[src/rtl/nibble_serial_adder_pkg.sv]
`default_nettype none
// ============================================================================
// Module   : nibble_serial_adder_pkg
// Brief    : Shared types and constants for the nibble-serial adder.
// Revision : 1.0 - initial release
// ============================================================================
package nibble_serial_adder_pkg;

   typedef enum logic [1:0] {
      ST_IDLE = 2'd0,
      ST_RUN  = 2'd1,
      ST_DONE = 2'd2
   } state_t;

   localparam int NIBBLE_W = 4;

   // Ceiling log2, floored at 1 so a single-nibble counter still has a bit.
   function automatic int clog2(input int value);
      int w;
      w = 0;
      while ((1 << w) < value) begin
         w++;
      end
      return (w < 1) ? 1 : w;
   endfunction

endpackage
`default_nettype wire

[src/rtl/carry_skip_adder_4bit.sv]
`default_nettype none
// ============================================================================
// Module   : carry_skip_adder_4bit
// Brief    : 4-bit ripple adder whose carry-out bypasses the ripple when all
//            four bits propagate.
// Revision : 1.0 - initial release
// ============================================================================
module carry_skip_adder_4bit (
   input  logic [3:0] A,
   input  logic [3:0] B,
   input  logic       cin,
   output logic [3:0] sum,
   output logic       cout
);

   logic [3:0] p;
   logic [3:0] g;
   logic [4:0] c;

   always_comb begin
      p    = A ^ B;
      g    = A & B;
      c    = '0;
      c[0] = cin;
      for (int i = 0; i < 4; i++) begin
         c[i+1] = g[i] | (p[i] & c[i]);
      end
      sum  = p ^ c[3:0];
      cout = (&p) ? cin : c[4];
   end

endmodule
`default_nettype wire

[src/rtl/nibble_serial_adder.sv]
`default_nettype none
// ============================================================================
// Module   : nibble_serial_adder
// Brief    : WIDTH-bit add/subtract, one nibble per clock through a single
//            4-bit carry-skip slice, with valid/ready on both sides.
// Revision : 1.0 - initial release
// ============================================================================
module nibble_serial_adder
   import nibble_serial_adder_pkg::*;
#(
   parameter int WIDTH = 16
) (
   input  logic             clk,
   input  logic             rst_n,
   input  logic             in_valid,
   output logic             in_ready,
   input  logic [WIDTH-1:0] a,
   input  logic [WIDTH-1:0] b,
   input  logic             sub,
   input  logic             cin,
   output logic             out_valid,
   input  logic             out_ready,
   output logic [WIDTH-1:0] sum,
   output logic             cout,
   output logic             ovf
);

   localparam int NIBBLES = WIDTH / NIBBLE_W;
   localparam int CNT_W   = clog2(NIBBLES);
   localparam logic [CNT_W-1:0] LAST_CNT = CNT_W'(NIBBLES - 1);

   if (((WIDTH % NIBBLE_W) != 0) || (WIDTH < NIBBLE_W)) begin : g_bad_width
      $error("nibble_serial_adder: WIDTH must be a multiple of 4 and >= 4");
   end

   state_t           state_q, state_d;
   logic [WIDTH-1:0] a_q, a_d;
   logic [WIDTH-1:0] b_q, b_d;
   logic [WIDTH-1:0] sum_q, sum_d;
   logic [CNT_W-1:0] cnt_q, cnt_d;
   logic             carry_q, carry_d;
   logic             a_msb_q, a_msb_d;
   logic             b_msb_q, b_msb_d;
   logic             cout_q, cout_d;
   logic             ovf_q, ovf_d;

   logic [WIDTH-1:0] b_eff;
   logic [3:0]       slice_sum;
   logic             slice_cout;

   carry_skip_adder_4bit u_slice (
      .A    (a_q[3:0]),
      .B    (b_q[3:0]),
      .cin  (carry_q),
      .sum  (slice_sum),
      .cout (slice_cout)
   );

   always_comb begin
      state_d = state_q;
      a_d     = a_q;
      b_d     = b_q;
      sum_d   = sum_q;
      cnt_d   = cnt_q;
      carry_d = carry_q;
      a_msb_d = a_msb_q;
      b_msb_d = b_msb_q;
      cout_d  = cout_q;
      ovf_d   = ovf_q;
      b_eff   = sub ? ~b : b;

      case (state_q)
         ST_IDLE: begin
            if (in_valid) begin
               a_d     = a;
               b_d     = b_eff;
               carry_d = cin ^ sub;
               a_msb_d = a[WIDTH-1];
               b_msb_d = b_eff[WIDTH-1];
               cnt_d   = '0;
               state_d = ST_RUN;
            end
         end
         ST_RUN: begin
            carry_d = slice_cout;
            a_d     = a_q >> NIBBLE_W;
            b_d     = b_q >> NIBBLE_W;
            // Result nibbles enter at the top so the LSB nibble ends up at bit 0.
            sum_d   = (sum_q >> NIBBLE_W) | (WIDTH'(slice_sum) << (WIDTH - NIBBLE_W));
            cnt_d   = cnt_q + 1'b1;
            if (cnt_q == LAST_CNT) begin
               cout_d  = slice_cout;
               ovf_d   = (a_msb_q == b_msb_q) && (slice_sum[3] != a_msb_q);
               state_d = ST_DONE;
            end
         end
         ST_DONE: begin
            if (out_ready) begin
               state_d = ST_IDLE;
            end
         end
         default: state_d = ST_IDLE;
      endcase
   end

   always_ff @(posedge clk or negedge rst_n) begin
      if (!rst_n) begin
         state_q <= ST_IDLE;
         a_q     <= '0;
         b_q     <= '0;
         sum_q   <= '0;
         cnt_q   <= '0;
         carry_q <= 1'b0;
         a_msb_q <= 1'b0;
         b_msb_q <= 1'b0;
         cout_q  <= 1'b0;
         ovf_q   <= 1'b0;
      end else begin
         state_q <= state_d;
         a_q     <= a_d;
         b_q     <= b_d;
         sum_q   <= sum_d;
         cnt_q   <= cnt_d;
         carry_q <= carry_d;
         a_msb_q <= a_msb_d;
         b_msb_q <= b_msb_d;
         cout_q  <= cout_d;
         ovf_q   <= ovf_d;
      end
   end

   assign in_ready  = (state_q == ST_IDLE);
   assign out_valid = (state_q == ST_DONE);
   assign sum       = sum_q;
   assign cout      = cout_q;
   assign ovf       = ovf_q;

endmodule
`default_nettype wire

[config.mk]
export PLATFORM = sky130hd
export DESIGN_NAME = nibble_serial_adder
export DESIGN_NICKNAME = d
export VERILOG_FILES = /design/src/rtl/nibble_serial_adder_pkg.sv /design/src/rtl/carry_skip_adder_4bit.sv /design/src/rtl/nibble_serial_adder.sv
export SDC_FILE = /design/constraint.sdc
export NUM_CORES = 1
export LEC_CHECK = 0
export ABC_CLOCK_PERIOD_IN_PS = 2800
export CORE_ASPECT_RATIO = 1.1
export CORE_MARGIN = 2
export CORE_UTILIZATION = 40
export DETAILED_ROUTE_END_ITERATION = 8
export PLACE_DENSITY = 0.72
export SYNTH_ARGS = -nofsm -noshare
export SYNTH_HDL_FRONTEND = slang
export SYNTH_HIERARCHICAL = 1
export SYNTH_SLANG_ARGS = --single-unit
[constraint.sdc]
create_clock -name clk -period 2.8 [get_ports clk]
set_clock_uncertainty 0.2 [all_clocks]
set_input_delay 0.28 -clock clk [delete_from_list [all_inputs] [get_ports clk]]
set_output_delay 0.28 -clock clk [all_outputs]
set_load 0.02 [all_outputs]
# Yosys cells after proc, flatten, opt, wreduce, memory -nomap -nowiden
# Cells that the tools add are included.
word_totals:
  regBits: 57
  in_bits: 38
  out_inout_bits: 20
op_classes:
  add_sub_neg: 1
  eq_ne: 8
  n_mux: 14
  bitwise: 14
  n_reduce_logical: 8
ops:
  columns: ["cell", "count"]
  rows:
  - ["16-bit one-hot mux with 2 select lines", 2]
  - ["16-bit two-way mux", 3]
  - ["16-bit inverter", 1]
  - ["12-bit by 16-bit bitwise OR with 16-bit output", 1]
  - ["2-bit two-way mux", 4]
  - ["4-bit XOR", 2]
  - ["2-bit one-hot mux with 3 select lines", 1]
  - ["2-bit AND reduction", 3]
  - ["1-bit bitwise AND", 4]
  - ["4-bit bitwise AND", 1]
  - ["2-bit == test, second input constant", 2]
  - ["2-bit != test, second input constant", 2]
  - ["1-bit bitwise OR", 4]
  - ["2-bit one-hot mux with 2 select lines", 1]
  - ["4-bit AND reduction", 1]
  - ["3-bit AND reduction", 1]
  - ["2-bit by 1-bit adder with 2-bit output, second input constant", 1]
  - ["2-bit by 1-bit == test with 1-bit output, second input constant", 1]
  - ["2-bit logical NOT", 1]
  - ["1-bit two-way mux", 2]
  - ["2-bit by 1-bit != test with 1-bit output, second input constant", 1]
  - ["1-bit one-hot mux with 2 select lines", 1]
  - ["2-bit nonzero test", 1]
  - ["1-bit == test", 1]
  - ["3 further kinds", 3]

# Depth between registers and ports, before layout
# Gate-level depths: netlist (run 1).
logic_depth:
  word_depth: 11
  depth_mapped: 11
  mapped_depth_nobuf: 11

# Hierarchy
# Netlist (run 1), hierarchy kept.
modules_own_cells:
  columns: ["module", "n_inst", "cells_per_inst", "area_per_inst_um2", "seq_area_each_um2"]
  rows:
  - ["nibble_serial_adder", 1, 250, 2494.9, 1426.4]
  - ["carry_skip_adder_4bit", 1, 19, 180.2, 0.0]

# Least setup slack after synthesis (run 1)
# OpenSTA, ideal clock, no wires.
synth_path:
  kind: "register to register"
  start: "reg a_q[0]"
  end: "reg ovf_q, in the netlist ovf"
  setup_time_ps: 65
  arrival_ps: 2551
  t_required_ps: 2535
  slack_ps: -15
  stages_incl_launch_ff: 12
  n_path_buf: 0
  cell_sequence: "dfrtp_1 > inv_1 > fa_1 > inv_1 > fa_1 > fa_1 > inv_1 > fa_1 > inv_1 > or3b_2 > o21ai_0 > mux2_2"
synth_between:
  elab_chain_cells: 10
  elab_cells_between_ends: 11
  classes_between: "eq/ne (1); bitwise (9); reduce/logical (1)"
synth_rtl:
  columns: ["item", "line", "text"]
  rows:
  - ["start: declaration", "nibble_serial_adder.sv:37", "logic [WIDTH-1:0] a_q, a_d;"]
  - ["start signal: assignment", "nibble_serial_adder.sv:109", "a_q <= '0;"]
  - ["start signal: assignment", "nibble_serial_adder.sv:120", "a_q <= a_d;"]
  - ["4-bit XOR", "carry_skip_adder_4bit.sv:21", "p = A ^ B;"]
  - ["1-bit bitwise AND", "carry_skip_adder_4bit.sv:26", "c[i+1] = g[i] | (p[i] & c[i]);"]
  - ["1-bit bitwise OR (*)", "carry_skip_adder_4bit.sv:26", null]
  - ["1-bit bitwise AND (*)", "carry_skip_adder_4bit.sv:26", null]
  - ["1-bit bitwise OR (*)", "carry_skip_adder_4bit.sv:26", null]
  - ["1-bit bitwise AND (*)", "carry_skip_adder_4bit.sv:26", null]
  - ["1-bit bitwise OR (*)", "carry_skip_adder_4bit.sv:26", null]
  - ["4-bit XOR (*)", "carry_skip_adder_4bit.sv:28", "sum = p ^ c[3:0];"]
  - ["via slice_sum[3]", "nibble_serial_adder.sv:48", "logic [3:0] slice_sum;"]
  - ["1-bit != test (*)", "nibble_serial_adder.sv:93", "ovf_d = (a_msb_q == b_msb_q) && (slice_sum[3] != a_msb_q);"]
  - ["1-bit logical AND (*)", "nibble_serial_adder.sv:93", null]
  - ["end signal: assignment", "nibble_serial_adder.sv:128", "ovf_q <= ovf_d;"]
  - ["end: declaration", "nibble_serial_adder.sv:45", "logic ovf_q, ovf_d;"]
# Mark *: on every way through the listed nets, which the timed path passes. The rest lies on a longest branch.
# A chain may end at the register's enable or synchronous reset.

# Worst setup path after layout (run 1)
layout_path:
  start: "reg carry_q"
  end: "reg ovf_q, in the netlist ovf"
layout_between:
  elab_chain_cells: 9
layout_rtl:
  columns: ["item", "line", "text"]
  rows:
  - ["start: declaration", "nibble_serial_adder.sv:41", "logic carry_q, carry_d;"]
  - ["start signal: assignment", "nibble_serial_adder.sv:124", "carry_q <= carry_d;"]
  - ["1-bit bitwise AND", "carry_skip_adder_4bit.sv:26", null]
  - ["1-bit bitwise OR", "carry_skip_adder_4bit.sv:26", null]
  - ["1-bit bitwise AND", "carry_skip_adder_4bit.sv:26", null]
  - ["1-bit bitwise OR", "carry_skip_adder_4bit.sv:26", null]
  - ["1-bit bitwise AND", "carry_skip_adder_4bit.sv:26", null]
  - ["1-bit bitwise OR", "carry_skip_adder_4bit.sv:26", null]
  - ["4-bit XOR", "carry_skip_adder_4bit.sv:28", null]
  - ["via slice_sum[3]", "nibble_serial_adder.sv:48", null]
  - ["1-bit != test", "nibble_serial_adder.sv:93", null]
  - ["1-bit logical AND", "nibble_serial_adder.sv:93", null]
# The timed path passes the listed nets, and every way through them passes these cells.

==> qor.yml, run 1 <==
routing:
  routed_wl_um: 5510
  routed_via_density: 4.84
  routedWlPerCell_um: 13.0
  vias: 2054
  dr.pass1.iters: 4
  initialDrtViolationCount: 168
  ant_nets: 0
  drc: 0
clock_tree:
  clk_pin_slew_worst_paths_ps: 60
  cts_buffers: 9
  clock_sinks: 57
  cts_root_buf: "clkbuf_8"
  insertion_delay_ps: 330
  cts_tree: "done"
  h-tree-depth: 3
  clock_path_buffers: 2
global_route:
  track_usage_pct: 16.5
  grt_max_degree: 58
  overflow: 0
  grt_pass1_vias: 2008
  antenna_found_initial: 0
  grt_pass1_wl_um: 9420
timing:
  hold_violations: 0
  max_slew.worst_pin.slew_ps: 828
  post-route-min-period_ps: 2720
  rsz0062_at_grt: "yes"
  report.final.setup_viol: 0
  fin_crit_sh_pct: 97.1
  finalMaxSlewViolations: 0
  slew_headroom_pct: 44.8
  max_freq_mhz: 368
logic_synthesis:
  synth.cell_area_um2: 2680
  yosysMostFrequentCell: "nand2_1"
  yosysTopAreaCell: "dfrtp_1"
  syn_area_per_cell_um2: 9.94
  ys_async_sr_fraction_pct: 100
  postSynthCellCount: 269
  synth_top_area_share_pct: 53.3
  yosys_register_bits: 57
  ys.flop_type: "dfrtp_1"
  yosys_warnings: 6
  syn_nets: 316
  synth_top_cells_by_count: "nand2_1 (81), dfrtp_1 (57), xnor2_1 (16)"
  synth.area.top_cells: "dfrtp_1 (53%), nand2_1 (11%), xnor2_1 (5.2%), a22oi_1 (3.4%), fa_1 (3.0%)"
  synth_edf_count: 0
  ys_seq_area_share_pct: 53.3
  synth_cell_types: 26
critical_path:
  crit_path_start_kind: "register"
  worstPathRequired_ps: 2870
  path_class: "register to register"
  endpoint_kind: "register"
  worst_ep_arrival_time_ps: 2790
  critPathMaxFanout: 2
power:
  p_sw_share_pct: 37.7
  internal_power_mw: 2.53
  power_frac_seq_pct: 35.1
  power_density_nw_per_um2: 1130
  p_sw_mw: 1.53
  pwr-share-comb_pct: 44.9
  vdd_drop_max_mv: 0.512
  power_leakage_nw: 1.69
  p_clk_share_pct: 20.0
floorplan:
  initial_core_util_pct: 41.1
  die_x_um: 82.0
  rows: 31
  ios: 58
  die_y_um: 89.8
  die_area_um2: 7360
  fp.coreArea_um2: 6520
cells_and_area:
  final_nets: 384
  fin_util_pct: 55.3
  n_antenna_cell: 0
  area_growth_pct: 34.8
  layout-drive-gt1-share_pct: 15.2
  design_area_um2: 3600
run:
  maxCapViolCount: 0
place:
  io_buffers: 57
  gp_congestion: 0.762
  dp_hpwl_um: 3770
  dpl-instance-area_um2: 3340
min_path:
  hold_path_class: "input port to register"
run_status:
  status: "finished clean"
-- worst paths after layout --
| check | startpoint | endpoint | slack (ps) | cells past startpoint |
|---|---|---|---|---|
| worst min-delay path | a[14] | a_q[14] | 280 | 3 |
| worst min register to register | sum[1] | sum[1] | 280 | 2 |
| worst max register to register | carry_q | ovf | 80 | 11 |
| max in group asynchronous | rst_n | b_q[2] | 1510 | 3 |
| worst max-delay path | carry_q | ovf | 80 | 11 |
| min in group asynchronous | rst_n | sum[7] | 420 | 3 |
-- worst max-delay path: stages (launching register included) --
cell and delay [ps]:
dfrtp_1 390, inv_2 70, fa_1 160, inv_1 50, fa_2 330, fa_2 340
inv_2 60, fa_1 400, inv_1 80, or3b_4 370, o21ai_2 60, mux2_4 150
-- cell type report --
type | count | area [um2]
clock buffers | 9 | 124
clock inverters | 7 | 85.1
fillers | 605 | 2910
repair buffers | 75 | 703
inverters | 9 | 33.8
multi-input cells | 185 | 1130
flip-flops and latches | 57 | 1430
well taps | 82 | 103
-- through the flow --
step	TNS, ps	hold WS [ps]	instances	worst slack, ps	power (mW)
final	0	279	424	79.9	4.06
after detailed placement	-103	258	403	-103	3.18
after global routing	-33.1	303	424	-33.1	4.41
after floorplan	0	-216	269	27.1	2.52
after CTS	-30.8	272	422	-30.8	4.06
after global placement	0	259	403	11.3	3.11
-- power by group through the flow --
stage / Clock, mW / Sequential (mW) / Combinational, mW
final: 0.814 / 1.43 / 1.82
after global routing: 0.865 / 1.47 / 2.07
after CTS: 0.825 / 1.43 / 1.81
after detailed placement: 0 / 1.43 / 1.75
after global placement: 0 / 1.42 / 1.69
after floorplan: 0 / 1.52 / 1.01
-- registers in the layout (all words and copies together) (netlist names) --
| signal | flops |
|---|---|
| a_q | 16 |
| b_q | 16 |
| sum | 16 |
| cnt_q | 2 |
| state_q | 2 |
| a_msb_q | 1 |
| b_msb_q | 1 |
| carry_q | 1 |
| cout | 1 |
| ovf | 1 |
-- per-layer routing --
metal  vias to the layer above  GRT usage (%)  part of all wire, %  wire length, um
met5                         -              0                    0                0
met3                         9           3.01                  3.4              186
met2                        53           24.6                   49             2690
met1                       968           23.4                   46             2540
li1                       1024              -                    -                -
met4                         0           7.08                  1.7               92
-- cells in the final DEF (no fill, tap or decap), types with 2 or more instances in the layout --
cell,count
nand2b_1,2
clkinv_2,5
nor2b_1,2
a221o_1,7
o21ai_1,3
inv_2,4
o21ai_0,14
nand2_1,81
dfrtp_1,57
nand3_1,8
a221o_2,6
clkdlybuf4s50_1,56
xnor2_1,16
inv_1,5
nor2_1,14
clkbuf_8,9
bufinv_16,2
ha_1,5
a22oi_1,12
fa_1,2
fa_2,2
buf_4,17
-- cells by family (layout without fill, tap and decap cells) --
| kind of cell | Yosys count | after routing | synth area share, % |
|---|---|---|---|
| compound gates | 44 | 44 | 12.3 |
| fa+ha+maj | 9 | 9 | 5.33 |
| buf+inv | 27 | 100 | 5.10 |
| simple gates | 112 | 112 | 17.2 |
| flops | 57 | 57 | 53.3 |
| xor+xnor | 17 | 17 | 5.57 |
| mux | 3 | 3 | 1.22 |
-- repair_timing --
item / in CTS / in global routing
hold buffers: 1 / 0
setup buffers: 2 / 2
endpoints found under the hold margin: 57 / 0
gates resized for setup: 6 / 3
endpoints found under the setup margin: 1 / 1
(Power assumes the default switching activity.)
==> run 2, diff against run 1 <==
--- a/config.mk
+++ b/config.mk
@@ -9,3 +9,2 @@
 export CORE_ASPECT_RATIO = 1.1
-export CORE_MARGIN = 2
 export CORE_UTILIZATION = 40
@@ -13,2 +12,3 @@
 export PLACE_DENSITY = 0.72
+export SLEW_MARGIN = 20
 export SYNTH_ARGS = -nofsm -noshare
--- a/constraint.sdc
+++ b/constraint.sdc
@@ -4,2 +4,2 @@
 set_output_delay 0.28 -clock clk [all_outputs]
-set_load 0.02 [all_outputs]
+set_load 0.01 [all_outputs]
==> qor.yml, run 2 (synthesis results as in run 1) <==
routing:
  vias: 2087  # was 2054
  initialDrtViolationCount: 90  # was 168
  routed_via_density: 4.90  # was 4.84
  routedWlPerCell_um: 13.3  # was 13.0 um
  routed_wl_um: 5650  # was 5510 um
  dr.pass1.iters: 4  # unchanged
  ant_nets: 0  # unchanged
  drc: 0  # unchanged
timing:
  report.final.setup_viol: 0  # unchanged
  max_freq_mhz: 359  # was 368 MHz
  slew_headroom_pct: 45.1  # was 44.8%
  tns_ps: 0  # unchanged
  max_slew.worst_pin.slew_ps: 824  # was 828 ps
  fin_crit_sh_pct: 99.5  # was 97.1%
  post-route-min-period_ps: 2790  # was 2720 ps
  hold_violations: 0  # unchanged
  rsz0062_at_grt: "yes"  # unchanged
  finalMaxSlewViolations: 0  # unchanged
  holdWs_ps: 260  # was 279 ps
clock_tree:
  clk_pin_slew_worst_paths_ps: 70  # was 60 ps
  clock_path_buffers: 2  # unchanged
  cts_tree: "done"  # unchanged
  clock_sinks: 57  # unchanged
  cts_buffers: 9  # unchanged
  cts_root_buf: "clkbuf_8"  # unchanged
  h-tree-depth: 3  # unchanged
  insertion_delay_ps: 330  # about the same
floorplan:
  rows: 30  # was 31
  initial_core_util_pct: 42.4  # was 41.1%
  ios: 58  # unchanged
  die_area_um2: 7020  # was 7360 um2
  die_x_um: 80.0  # was 82.0 um
  die_y_um: 87.8  # was 89.8 um
  fp.coreArea_um2: 6310  # was 6520 um2
critical_path:
  path_class: "register to register"  # unchanged
  r2r_slack_ps: 10  # was 80 ps
  slowest_stage: "fa_1"  # unchanged
  worst_ep_arrival_time_ps: 2860  # was 2790 ps
  crit_chain: "inv_2, fa_2, inv_2, fa_2, fa_2, inv_2, fa_1, inv_2, or3b_4, o21ai_2, mux2_4"  # was inv_2, fa_1, inv_1, fa_2, fa_2, inv_2, fa_1, inv_1, or3b_4, o21ai_2, mux2_4
  critPathMaxStageDelay_ps: 420  # was 400 ps
  endpoint_kind: "register"  # unchanged
  critPathMaxFanout: 2  # unchanged
  crit_top_cell: "inv_2"
  worstPathRequired_ps: 2880  # was 2870 ps
  critical-path-top-delay-family: "adder cells"  # unchanged
  critical_path_depth: 11  # unchanged
  reg2reg_depth: 11  # unchanged
  crit_path_start_kind: "register"  # unchanged
  critical_path_buf_inv_count: 4  # unchanged
power:
  vdd_drop_max_mv: 0.475  # was 0.512 mV
  power_density_nw_per_um2: 1080  # was 1130 nW/um2
  power_leakage_nw: 1.70  # was 1.69 nW
  total_power_mw: 3.92  # was 4.06 mW
cells_and_area:
  final_nets: 388  # was 384
  final_common_cell: "nand2_1"  # unchanged
  n_antenna_cell: 0  # unchanged
  layout-drive-gt1-share_pct: 16.8  # was 15.2%
  area_growth_pct: 35.3  # was 34.8%
  final_cell_mix: "nand2_1 (81), dfrtp_1 (57), clkdlybuf4s50_1 (56), buf_4 (21), xnor2_1 (16)"  # was nand2_1 (81), dfrtp_1 (57), clkdlybuf4s50_1 (56), buf_4 (17), xnor2_1 (16)
  final_cells: 426  # was 424
global_route:
  track_usage_pct: 17.8  # was 16.5%
  grt_pass1_vias: 2013  # was 2008
  grt_pass1_wl_um: 9360  # was 9420 um
  overflow: 0  # unchanged
  antenna_found_initial: 0  # unchanged
  grt_max_degree: 28  # was 58
place:
  gp_congestion: 0.793  # was 0.762
  dp_hpwl_um: 3840  # was 3770 um
  io_buffers: 57  # unchanged
  dp.cells: 403  # unchanged
min_path:
  hold_path_class: "input port to asynchronous set/reset pin"  # was input port to register
run_status:
  status: "finished clean"  # unchanged
run:
  maxCapViolCount: 0  # unchanged
==> run 2: final timing paths <==
kind	from	end
max in group asynchronous	rst_n	b_q[7]
hold / removal	rst_n	a_q[2]
min in group clk	sum[3]	sum[3]
setup / recovery	carry_q	ovf
hold reg to reg	sum[3]	sum[3]
setup reg to reg	carry_q	ovf
==> run 2: final cells by class <==
type | instances | area, um2
flip-flops and latches | 57 | 1430
multi-input cells | 185 | 1130
inverters | 9 | 33.8
well taps | 80 | 100
repair buffers | 79 | 733
fillers | 554 | 2690
clock inverters | 2 | 10.0
clock buffers | 14 | 183
==> run 2: power breakdown <==
group          switching [mW]  internal [mW]
Sequential              0.236           1.19
Clock                   0.312          0.415
Combinational           0.893          0.883
Total                    1.44           2.48
==> run 2: worst reg2reg max path: stages, from the launching register on <==
cell	delay, ps
dfrtp_1	400
inv_2	80
fa_2	200
inv_2	40
fa_2	330
fa_2	350
inv_2	70
fa_1	420
inv_2	70
or3b_4	370
o21ai_2	60
mux2_4	150
==> run 2: routing by layer <==
layer	routed length (um)	vias up	track usage, %	share of wire (%)
met5	0	-	0	0
met4	136	0	9.58	2.4
met3	233	10	3.54	4.1
met2	2750	60	28.4	49
met1	2530	982	22.9	45
li1	-	1035	-	-
==> run 2: per-stage QoR <==
stage / utilization (%) / instance area (um2) / setup slack (ps)
after floorplan: - / 2680 / 27.5
after global placement: 53.2 / 3360 / 6.89
after detailed placement: 53.2 / 3360 / -54.4
after CTS: 57.1 / 3600 / -0.776
after global routing: 57.4 / 3620 / -79.9
final: 57.4 / 3620 / 14.6
==> run 2: timing repair <==
action                                  in CTS  in global routing
endpoints found under the setup margin       1                  1
pin swaps                                    4                  4
buffers inserted                             4                  2
endpoints found under the hold margin       23                  0
hold buffers                                 1                  0
resized for setup                           11                  1
==> run 3, diff against run 2 <==
Settings changed: SKIP_CTS_REPAIR_TIMING set to 1.
==> qor.yml, run 3 (synthesis results as in run 1) <==
place:
  io_buffers: 57  # unchanged
  gp_congestion: 0.793  # unchanged
  dpl-instance-area_um2: 3360  # unchanged
  dp_hpwl_um: 3840  # unchanged
  pre_cts_slack_ps: -54.4  # unchanged
  dp.cells: 403  # unchanged
timing:
  fin_crit_sh_pct: 98.8  # was 99.5%
  hold_violations: 0  # unchanged
  report.final.setup_viol: 0  # unchanged
  slew_headroom_pct: 45.8  # was 45.1%
  finalMaxSlewViolations: 0  # unchanged
  max_freq_mhz: 361  # was 359 MHz
  worst_slack_ps: 33.6  # was 14.6 ps
  post-route-min-period_ps: 2770  # was 2790 ps
  rsz0062_at_grt: "yes"  # unchanged
  max_slew.worst_pin.slew_ps: 813  # was 824 ps
global_route:
  grt_pass1_wl_um: 9260  # was 9360 um
  track_usage_pct: 17.6  # was 17.8%
  overflow: 0  # unchanged
  grt_max_degree: 28  # unchanged
  antenna_found_initial: 0  # unchanged
  grt_pass1_vias: 1990  # was 2013
routing:
  routed_via_density: 4.88  # was 4.90
  vias: 2056  # was 2087
  ant_nets: 0  # unchanged
  top_layer: "met4"  # unchanged
  routed_wl_um: 5450  # was 5650 um
  detailroute.wirelength.met2_um: 2630  # was 2750 um
  met3_length_um: 192  # was 233 um
  initialDrtViolationCount: 93  # was 90
  dr.pass1.iters: 4  # unchanged
  routedWlPerCell_um: 12.9  # was 13.3 um
  drc: 0  # unchanged
  drt-met1-wl_um: 2490  # was 2530 um
power:
  p_clk_share_pct: 18.8  # was 18.5%
  vdd_drop_max_mv: 0.470  # was 0.475 mV
  power_density_nw_per_um2: 1070  # was 1080 nW/um2
  power_frac_seq_pct: 37.0  # was 36.2%
  pwr-share-comb_pct: 44.2  # was 45.3%
  p_sw_mw: 1.40  # was 1.44 mW
  p_sw_share_pct: 36.6  # was 36.7%
  power_leakage_nw: 1.68  # was 1.70 nW
  internal_power_mw: 2.43  # was 2.48 mW
critical_path:
  critPathMaxFanout: 2  # unchanged
  critPathMaxStageDelay_ps: 400  # was 420 ps
  path_class: "register to register"  # unchanged
  rr_startpoint: "carry_q"  # unchanged
  reg2reg_depth: 11  # unchanged
  endpoint_kind: "register"  # unchanged
  rr_endpoint: "ovf"  # unchanged
  r2r_slack_ps: 30  # was 10 ps
  slowest_stage: "fa_1"  # unchanged
  crit_chain: "inv_2, fa_1, inv_1, fa_2, fa_2, inv_2, fa_1, inv_1, or3b_4, o21ai_2, mux2_4"  # was inv_2, fa_2, inv_2, fa_2, fa_2, inv_2, fa_1, inv_2, or3b_4, o21ai_2, mux2_4
  worst_ep_arrival_time_ps: 2840  # was 2860 ps
  crit_path_start_kind: "register"  # unchanged
  worstPathRequired_ps: 2870  # was 2880 ps
floorplan:
  ios: 58  # unchanged
  fp.coreArea_um2: 6310  # unchanged
  die_x_um: 80.0  # unchanged
  initial_core_util_pct: 42.4  # unchanged
  die_y_um: 87.8  # unchanged
  die_area_um2: 7020  # unchanged
  rows: 30  # unchanged
clock_tree:
  clock_path_buffers: 2  # unchanged
  cts_root_buf: "clkbuf_8"  # unchanged
  clock_sinks: 57  # unchanged
  cts_buffers: 9  # unchanged
  clk_pin_slew_worst_paths_ps: 70  # about the same
  cts_tree: "done"  # unchanged
  h-tree-depth: 3  # unchanged
  insertion_delay_ps: 330  # about the same
cells_and_area:
  layout-drive-gt1-share_pct: 14.7  # was 16.8%
  final_cell_mix: "nand2_1 (81), dfrtp_1 (57), clkdlybuf4s50_1 (56), xnor2_1 (16), buf_4 (16)"  # was nand2_1 (81), dfrtp_1 (57), clkdlybuf4s50_1 (56), buf_4 (21), xnor2_1 (16)
  area_growth_pct: 33.8  # was 35.3%
  design_area_um2: 3580  # was 3620 um2
  fin_util_pct: 56.7  # was 57.4%
  n_antenna_cell: 0  # unchanged
  final_common_cell: "nand2_1"  # unchanged
  final_cells: 421  # was 426
  final_nets: 383  # was 388
min_path:
  hold_path_class: "input port to asynchronous set/reset pin"  # unchanged
run:
  maxCapViolCount: 0  # unchanged
run_status:
  status: "finished clean"  # unchanged
## run 3: changes by cell type in the layout (fill, tap and decap cells not counted)
cell | previous run | this run
fa_1 | 1 | 2
inv_1 | 3 | 5
fa_2 | 3 | 2
inv_2 | 6 | 4
buf_4 | 21 | 16
## run 3: layout make-up
type	count	area (um2)
fillers	566	2730
flip-flops and latches	57	1430
multi-input cells	185	1130
repair buffers	74	696
clock buffers	14	183
well taps	80	100
inverters	9	33.8
clock inverters	2	10.0
## run 3: power by group through the flow
stage | Clock (mW) | Sequential (mW) | Combinational, mW
after floorplan | 0 | 1.43 | 0.997
after global placement | 0 | 1.42 | 1.62
after detailed placement | 0 | 1.43 | 1.66
after CTS | 0.739 | 1.42 | 1.68
after global routing | 0.772 | 1.47 | 1.92
final | 0.722 | 1.42 | 1.69
## run 3: routing by layer
metal  track usage, %  vias to the layer above
li1                 -                     1025
met1             22.8                      970
met2             27.8                       50
met3             3.54                       11
met4             9.58                        0
met5                0                        -
## run 3: per-stage QoR
stage / hold slack, ps / TNS, ps / power [mW]
floorplan: -216 / 0 / 2.43
global placement: 93.0 / 0 / 3.04
detailed placement: 93.3 / -54.4 / 3.09
CTS: -268 / -83.7 / 3.83
global route: 288 / -104 / 4.16
finish: 261 / 0 / 3.83
## run 3: worst max path at each step
stage                  from   to  slack (ps)  depth (start not counted)
floorplan            a_q[0]  ovf          30                         11
global placement    carry_q  ovf           7                         11
detailed placement   a_q[0]  ovf         -50                         11
CTS                 carry_q  ovf         -80                         11
global route         a_q[0]  ovf        -100                         11
finish              carry_q  ovf          30                         11
## run 3: critical path: cells and delay by family, from the launching register on
kind | cells | cell delay [ps]
flip-flops | 1 | 390
AND/OR/NAND/NOR | 1 | 370
adder cells (fa/ha/maj) | 4 | 1270
AO/OA/AOI/OAI | 1 | 60
multiplexers | 1 | 150
buffers and inverters | 4 | 260
